<file path="src/rtl/sigmoid_arb_pkg.sv">
// sigmoid_arb_pkg: fixed-point widths, 5.5 saturation bounds and the tag type shared by the
// sigmoid arbiter and its round-robin grant logic.
package sigmoid_arb_pkg;
    localparam int Q88_W   = 16;
    localparam int S55_W   = 10;
    localparam int S28_W   = 10;
    localparam int IDX_W   = 3;
    localparam int SAT_MIN = -512;
    localparam int SAT_MAX = 511;

    typedef struct packed {
        logic             valid;
        logic [IDX_W-1:0] idx;
    } tag_t;

    // Q8.8 -> 5.5: drop three fraction bits (floor), then clamp into the 10-bit signed range.
    function automatic logic [S55_W-1:0] q88_to_s55(input logic [Q88_W-1:0] q);
        logic signed [Q88_W-4:0] s;
        s = (Q88_W-3)'($signed(q) >>> 3);
        return s > SAT_MAX ? S55_W'(SAT_MAX) : s < SAT_MIN ? S55_W'(SAT_MIN) : s[S55_W-1:0];
    endfunction
endpackage

</file>
<file path="src/rtl/sigmoid_share_arbiter_rr_arbiter.sv">
// rr_arbiter: round-robin grant over N requesters; the search starts at the pointer and the
// pointer moves just past the winner.
module rr_arbiter import sigmoid_arb_pkg::*; #(
    parameter int N = 4
) (
    input  logic             clk,
    input  logic             reset,
    input  logic [N-1:0]     req,
    output logic [N-1:0]     grant,
    output logic [IDX_W-1:0] grant_idx,
    output logic             grant_any
);
    logic [IDX_W-1:0] ptr;

    // Walk the rotation backwards so the nearest requester after ptr is the last write.
    always_comb begin
        grant_idx = '0;
        grant_any = 1'b0;
        for (int k = N - 1; k >= 0; k--) begin
            if (|(req & (N'(1) << ((int'(ptr) + k) % N)))) begin
                grant_any = 1'b1;
                grant_idx = IDX_W'((int'(ptr) + k) % N);
            end
        end
        grant = grant_any ? N'(1) << grant_idx : '0;
    end

    always_ff @(posedge clk) begin
        if (reset)
            ptr <= '0;
        else if (grant_any)
            ptr <= int'(grant_idx) == N - 1 ? '0 : grant_idx + 1'b1;
    end
endmodule

</file>
<file path="src/rtl/sigmoid_share_arbiter.sv">
// sigmoid_share_arbiter: time-shares one pipelined sigmoid unit among NUM_REQ channels and routes
// each result back by tag. Optional perf counters under SIGMOID_ARB_PERF_EN.
module sigmoid_share_arbiter import sigmoid_arb_pkg::*; #(
    parameter int NUM_REQ     = 4,
    parameter int DATA_WIDTH  = 16,
    parameter int SIG_IN_W    = 10,
    parameter int SIG_OUT_W   = 10,
    parameter int SIG_LATENCY = 3
) (
    input  logic                          clk,
    input  logic                          reset,
    input  logic [NUM_REQ-1:0]            req_valid,
    input  logic [NUM_REQ*DATA_WIDTH-1:0] req_data,
    output logic [NUM_REQ-1:0]            req_ready,
    output logic                          sig_c_en,
    output logic [SIG_IN_W-1:0]           sig_data_in,
    input  logic [SIG_OUT_W-1:0]          sig_data_out,
    output logic [NUM_REQ-1:0]            rsp_valid,
    output logic [DATA_WIDTH-1:0]         rsp_data,
    output logic                          busy
`ifdef SIGMOID_ARB_PERF_EN
    ,
    output logic [NUM_REQ*16-1:0]         perf_grants,
    output logic [15:0]                   perf_stall
`endif
);
    logic [IDX_W-1:0] grant_idx;
    logic             grant_any;
    logic             inflight;
    tag_t             tags [SIG_LATENCY];

    rr_arbiter #(.N(NUM_REQ)) u_arb (
        .clk       (clk),
        .reset     (reset),
        .req       (req_valid & {NUM_REQ{~reset}}),
        .grant     (req_ready),
        .grant_idx (grant_idx),
        .grant_any (grant_any)
    );

    assign sig_c_en    = grant_any;
    assign sig_data_in = grant_any ? SIG_IN_W'(q88_to_s55(Q88_W'(req_data >> (int'(grant_idx) * DATA_WIDTH)))) : '0;

    always_comb begin
        inflight = 1'b0;
        for (int k = 0; k < SIG_LATENCY; k++)
            inflight |= tags[k].valid;
    end

    assign busy = ~reset & (|req_valid | inflight);

    // The tag pipe mirrors the unit's latency so the last stage lines up with sig_data_out.
    always_ff @(posedge clk) begin
        if (reset) begin
            for (int k = 0; k < SIG_LATENCY; k++)
                tags[k] <= '0;
            rsp_valid <= '0;
            rsp_data  <= '0;
        end else begin
            tags[0] <= '{valid: grant_any, idx: grant_idx};
            for (int k = 1; k < SIG_LATENCY; k++)
                tags[k] <= tags[k-1];
            rsp_valid <= tags[SIG_LATENCY-1].valid ? NUM_REQ'(1) << tags[SIG_LATENCY-1].idx : '0;
            if (tags[SIG_LATENCY-1].valid)
                rsp_data <= DATA_WIDTH'(sig_data_out);
        end
    end

`ifdef SIGMOID_ARB_PERF_EN
    always_ff @(posedge clk) begin
        if (reset) begin
            perf_grants <= '0;
            perf_stall  <= '0;
        end else begin
            for (int i = 0; i < NUM_REQ; i++)
                if (req_ready[i] && perf_grants[i*16 +: 16] != 16'hFFFF)
                    perf_grants[i*16 +: 16] <= perf_grants[i*16 +: 16] + 16'd1;
            if (|(req_valid & ~req_ready) && perf_stall != 16'hFFFF)
                perf_stall <= perf_stall + 16'd1;
        end
    end
`endif
endmodule

</file>
<file path="config.mk">
export PLATFORM = sky130hd
export DESIGN_NAME = sigmoid_share_arbiter
export DESIGN_NICKNAME = d
export VERILOG_FILES = /design/src/rtl/sigmoid_arb_pkg.sv /design/src/rtl/sigmoid_share_arbiter_rr_arbiter.sv /design/src/rtl/sigmoid_share_arbiter.sv
export SDC_FILE = /design/constraint.sdc
export NUM_CORES = 1
export LEC_CHECK = 0
export CORE_ASPECT_RATIO = 0.7
export CORE_UTILIZATION = 37
export DETAILED_ROUTE_END_ITERATION = 8
export GPL_ROUTABILITY_DRIVEN = 0
export HOLD_SLACK_MARGIN = 0.08
export PLACE_DENSITY = 0.9
export SLEW_MARGIN = 0
export SYNTH_ARGS = -nofsm -noshare
export SYNTH_HDL_FRONTEND = slang
export SYNTH_SLANG_ARGS = --single-unit
</file>
<file path="constraint.sdc">
create_clock -name clk -period 4.7 [get_ports clk]
set_clock_uncertainty 0.05 [all_clocks]
set_input_delay 0.94 -clock clk [delete_from_list [all_inputs] [get_ports clk]]
set_output_delay 0.94 -clock clk [all_outputs]
set_load 0.005 [all_outputs]
</file>
==> impl_metrics.xml <==
<?xml version="1.0" encoding="UTF-8"?>
<metrics>
  <group name="outcome">
    <metric name="status" unit="">completed</metric>
  </group>
  <group name="floorplan">
    <metric name="floorplan.initialDensity" unit="">0.3846</metric>
    <metric name="die_height" unit="um">60.99</metric>
    <metric name="chipWidth" unit="um">86.27</metric>
    <metric name="num_rows" unit="">21</metric>
    <metric name="ioPinCount" unit="">116</metric>
    <metric name="fp.dieArea" unit="um2">5262</metric>
    <metric name="core_box_area" unit="um2">4782</metric>
  </group>
  <group name="finish">
    <metric name="post_route_cells_drive_above_1_share" unit="">0.2880</metric>
    <metric name="syn_to_final_growth" unit="%">89.59</metric>
    <metric name="antenna-diode-count" unit="">0</metric>
    <metric name="nets" unit="">406</metric>
    <metric name="n_fill_cell" unit="">336</metric>
    <metric name="final_cells" unit="">385</metric>
  </group>
  <group name="sta">
    <metric name="tightest_slew" unit="ns">0.7293</metric>
    <metric name="finalSetupTns" unit="ns">0</metric>
    <metric name="post-route-period-util" unit="">0.9777</metric>
    <metric name="final.setup.worst_slack" unit="ns">0.1046</metric>
    <metric name="final_slew_violations" unit="">0</metric>
    <metric name="finalWorstPathRequiredPeriod" unit="ns">4.595</metric>
    <metric name="hold_ws" unit="ns">0.3938</metric>
    <metric name="relSlewSlack" unit="">0.5131</metric>
    <metric name="timing_limited_maximum_frequency" unit="MHz">217.6</metric>
    <metric name="finalSetupViolCount" unit="">0</metric>
    <metric name="final-hold-violation-count" unit="">0</metric>
  </group>
  <group name="min_path">
    <metric name="hold_path_class" unit="">flop to flop</metric>
  </group>
  <group name="yosys">
    <metric name="synth_edf_count" unit="">0</metric>
    <metric name="synth_sequential_area_ratio" unit="">0.2721</metric>
    <metric name="synth_xor_area_frac" unit="">0</metric>
    <metric name="synth-simple-area-share" unit="">0.1361</metric>
    <metric name="synthAdderAreaFrac" unit="">0.06122</metric>
    <metric name="synth_top_area_share" unit="">0.2721</metric>
    <metric name="synth_top_flop_cell" unit="">sky130_fd_sc_hd__dfxtp_1</metric>
    <metric name="yosysWarningCount" unit="">0</metric>
    <metric name="synth_area" unit="um2">1839</metric>
    <metric name="postSynthCellCount" unit="">193</metric>
    <metric name="synthDistinctLibCells" unit="">34</metric>
    <metric name="synth_compound_gate_area_share" unit="">0.1687</metric>
    <metric name="yosys.area.top_type" unit="">sky130_fd_sc_hd__dfxtp_1</metric>
    <metric name="synthTopCellsByCount" unit="">sky130_fd_sc_hd__mux2i_1 (46), sky130_fd_sc_hd__dfxtp_1 (25), sky130_fd_sc_hd__nor2_1 (16)</metric>
    <metric name="synthesized_area_divided_by_synthesized_cell_count" unit="um2">9.530</metric>
    <metric name="ys_async_sr_fraction" unit="">0</metric>
    <metric name="post_synth_mux_area_share" unit="">0.2789</metric>
    <metric name="main_combinational_cell_family_by_area_after_synthesis" unit="">multiplexers</metric>
    <metric name="synth.most_common_cell" unit="">sky130_fd_sc_hd__mux2i_1</metric>
    <metric name="postSynthRegisterBits" unit="">25</metric>
    <metric name="synthTopCellsByArea" unit="">sky130_fd_sc_hd__dfxtp_1 (27%), sky130_fd_sc_hd__mux2i_1 (25%), sky130_fd_sc_hd__ha_1 (6.1%), sky130_fd_sc_hd__o41ai_1 (4.3%), sky130_fd_sc_hd__nor2b_1 (3.4%)</metric>
  </group>
  <group name="place">
    <metric name="port-buffer-count" unit="">97</metric>
    <metric name="dp.final_hpwl" unit="mm">4.019</metric>
    <metric name="place_worst_setup_slack" unit="ns">-0.3821</metric>
    <metric name="dp.cells" unit="">367</metric>
  </group>
  <group name="critical_path">
    <metric name="startpoint_type" unit="">flop</metric>
    <metric name="path_class" unit="">flop to primary output</metric>
    <metric name="required" unit="ns">3.71</metric>
    <metric name="endpoint_kind" unit="">primary output</metric>
    <metric name="worstPathMaxFanout" unit="">14</metric>
    <metric name="arrival_time_of_the_worst_setup_path" unit="ns">3.61</metric>
  </group>
  <group name="grt">
    <metric name="number_of_antenna_violations_at_the_first_check_in_global_routing" unit="">0</metric>
    <metric name="wire_length_of_the_first_global_routing_pass" unit="mm">9.335</metric>
    <metric name="grtUsageTotal" unit="">0.2331</metric>
    <metric name="pin_count_of_the_biggest_net_entering_global_routing" unit="">24</metric>
    <metric name="grt-ovfl-total" unit="">0</metric>
    <metric name="first_global_vias" unit="">1974</metric>
  </group>
  <group name="cts">
    <metric name="cts_max_level" unit="">1</metric>
    <metric name="cts_buffers" unit="">3</metric>
    <metric name="clkSinkCount" unit="">25</metric>
    <metric name="clk_path_buf_depth" unit="">2</metric>
    <metric name="cts.reportedPaths.clkPinSlew" unit="ns">0.08</metric>
    <metric name="worst_skew_pair.late_latency" unit="ns">0.27</metric>
    <metric name="tritoncts" unit="">yes</metric>
    <metric name="clk_root_buffer_cell" unit="">sky130_fd_sc_hd__clkbuf_8</metric>
    <metric name="holdBufCountCts" unit="">0</metric>
  </group>
  <group name="power">
    <metric name="leakage_power_summed_over_all_cells" unit="nW">1.462</metric>
    <metric name="maximum_vdd_drop" unit="uV">456.2</metric>
    <metric name="power_density" unit="nW/um2">667.2</metric>
    <metric name="finalPower" unit="mW">2.327</metric>
  </group>
  <group name="drt">
    <metric name="antenna_left" unit="">0</metric>
    <metric name="initialDrtViolationCount" unit="">76</metric>
    <metric name="post_drt_via_cell_ratio" unit="">5.260</metric>
    <metric name="drtPass1Iterations" unit="">4</metric>
    <metric name="dr_total_vias" unit="">2025</metric>
    <metric name="wl_per_cell" unit="um">17.16</metric>
    <metric name="post-route-drc-count" unit="">0</metric>
    <metric name="drt-total-wl" unit="mm">6.605</metric>
  </group>
  <group name="job">
    <metric name="timing.max_cap.violations" unit="">0</metric>
  </group>
</metrics>
-- power by group --
part	switching, mW	internal [mW]
logic	0.893	1.01
registers	0.0424	0.253
clock network	0.0670	0.0600
-- what timing repair did --
item                                    in CTS  in global routing
pin swaps                                    8                 14
endpoints found under the setup margin      14                 14
hold endpoints to repair                     0                  0
cloned                                       1                  1
setup buffers                               11                  1
gates resized for setup                     44                 54
-- cell families (layout without fill, tap and decap cells) --
kind of cell / count (synthesis) / count (layout)
DFF: 25 / 25
adders and majority gates: 9 / 9
buffers and inverters: 25 / 143
and+or+nand+nor: 44 / 44
muxes: 50 / 50
other: 1 / 6
AOI/OAI and AO/OA: 39 / 39
-- layout by cell type, fill, tap and decap left out, types with 2 or more instances in the layout --
cell type	count
sky130_fd_sc_hd__clkdlybuf4s50_1	82
sky130_fd_sc_hd__buf_12	7
sky130_fd_sc_hd__clkbuf_2	10
sky130_fd_sc_hd__a22oi_2	6
sky130_fd_sc_hd__nor4bb_1	2
sky130_fd_sc_hd__nor2b_1	10
sky130_fd_sc_hd__a2111oi_4	2
sky130_fd_sc_hd__buf_2	3
sky130_fd_sc_hd__mux2i_2	4
sky130_fd_sc_hd__mux2i_4	5
sky130_fd_sc_hd__o41ai_4	5
sky130_fd_sc_hd__nand4_1	9
sky130_fd_sc_hd__conb_1	6
sky130_fd_sc_hd__buf_4	20
sky130_fd_sc_hd__mux2i_1	40
sky130_fd_sc_hd__a21oi_1	10
sky130_fd_sc_hd__nor2_1	16
sky130_fd_sc_hd__o41ai_2	4
sky130_fd_sc_hd__nor4_2	2
sky130_fd_sc_hd__a21oi_4	2
sky130_fd_sc_hd__dfxtp_1	23
sky130_fd_sc_hd__a21oi_2	2
sky130_fd_sc_hd__ha_1	9
sky130_fd_sc_hd__clkbuf_16	2
sky130_fd_sc_hd__clkbuf_8	3
sky130_fd_sc_hd__inv_1	7
sky130_fd_sc_hd__buf_6	5
sky130_fd_sc_hd__a22o_1	2
-- flip-flops by register name, summed over array words and instances, names as in the netlist --
name,count
rsp_data,10
tags,9
rsp_valid,4
u_arb.ptr,2
-- per-stage QoR --
step	utilization	area, um2
2_1_floorplan	-	1858
5_1_grt	0.7292	3487
3_3_place_gp	0.6366	3044
6_report	0.7292	3487
4_1_cts	0.6965	3331
3_5_place_dp	0.6366	3044
-- metal layers --
| metal | vias up | part of all wire | global-route usage |
|---|---|---|---|
| li1 | 964 | - | - |
| met1 | 962 | 0.38 | 0.2465 |
| met2 | 81 | 0.54 | 0.4637 |
| met3 | 18 | 0.054 | 0.05442 |
| met4 | 0 | 0.029 | 0.08333 |
| met5 | - | 0 | 0 |
-- critical path: stages, from the launching register on --
cell,delay (ns)
sky130_fd_sc_hd__dfxtp_2,0.46
sky130_fd_sc_hd__inv_1,0.12
sky130_fd_sc_hd__ha_1,0.27
sky130_fd_sc_hd__a22oi_2,0.26
sky130_fd_sc_hd__a21oi_4,0.10
sky130_fd_sc_hd__buf_12,0.14
sky130_fd_sc_hd__buf_4,0.14
sky130_fd_sc_hd__a2111oi_4,0.36
sky130_fd_sc_hd__buf_4,0.18
sky130_fd_sc_hd__clkbuf_16,0.14
sky130_fd_sc_hd__buf_12,0.15
sky130_fd_sc_hd__mux2i_1,0.25
sky130_fd_sc_hd__mux2i_1,0.18
sky130_fd_sc_hd__o41ai_4,0.37
sky130_fd_sc_hd__a21oi_2,0.09
sky130_fd_sc_hd__buf_2,0.14
-- final cells by class --
class | instances | area, um2 | share of cell area
flip-flops and latches | 25 | 505.5 | 0.1450
well taps | 69 | 86.33 | 0.02476
repair buffers | 132 | 1319 | 0.3782
multi-input cells | 148 | 1501 | 0.4306
inverters | 7 | 26.28 | 0.007535
clock inverters | 1 | 7.507 | 0.002153
clock buffers | 3 | 41.29 | 0.01184
-- path summary, 6_finish.rpt --
kind                                    from              to  slack [ns]  cells past startpoint
worst max-delay path            u_arb.ptr[1]  sig_data_in[8]        0.10                     15
worst max register to register  u_arb.ptr[1]    u_arb.ptr[1]        1.65                     14
worst min-delay path              tags[0][0]      tags[0][4]        0.39                      1
worst min register to register    tags[0][0]      tags[0][4]        0.39                      1
Power figures use the tool's default switching activity.
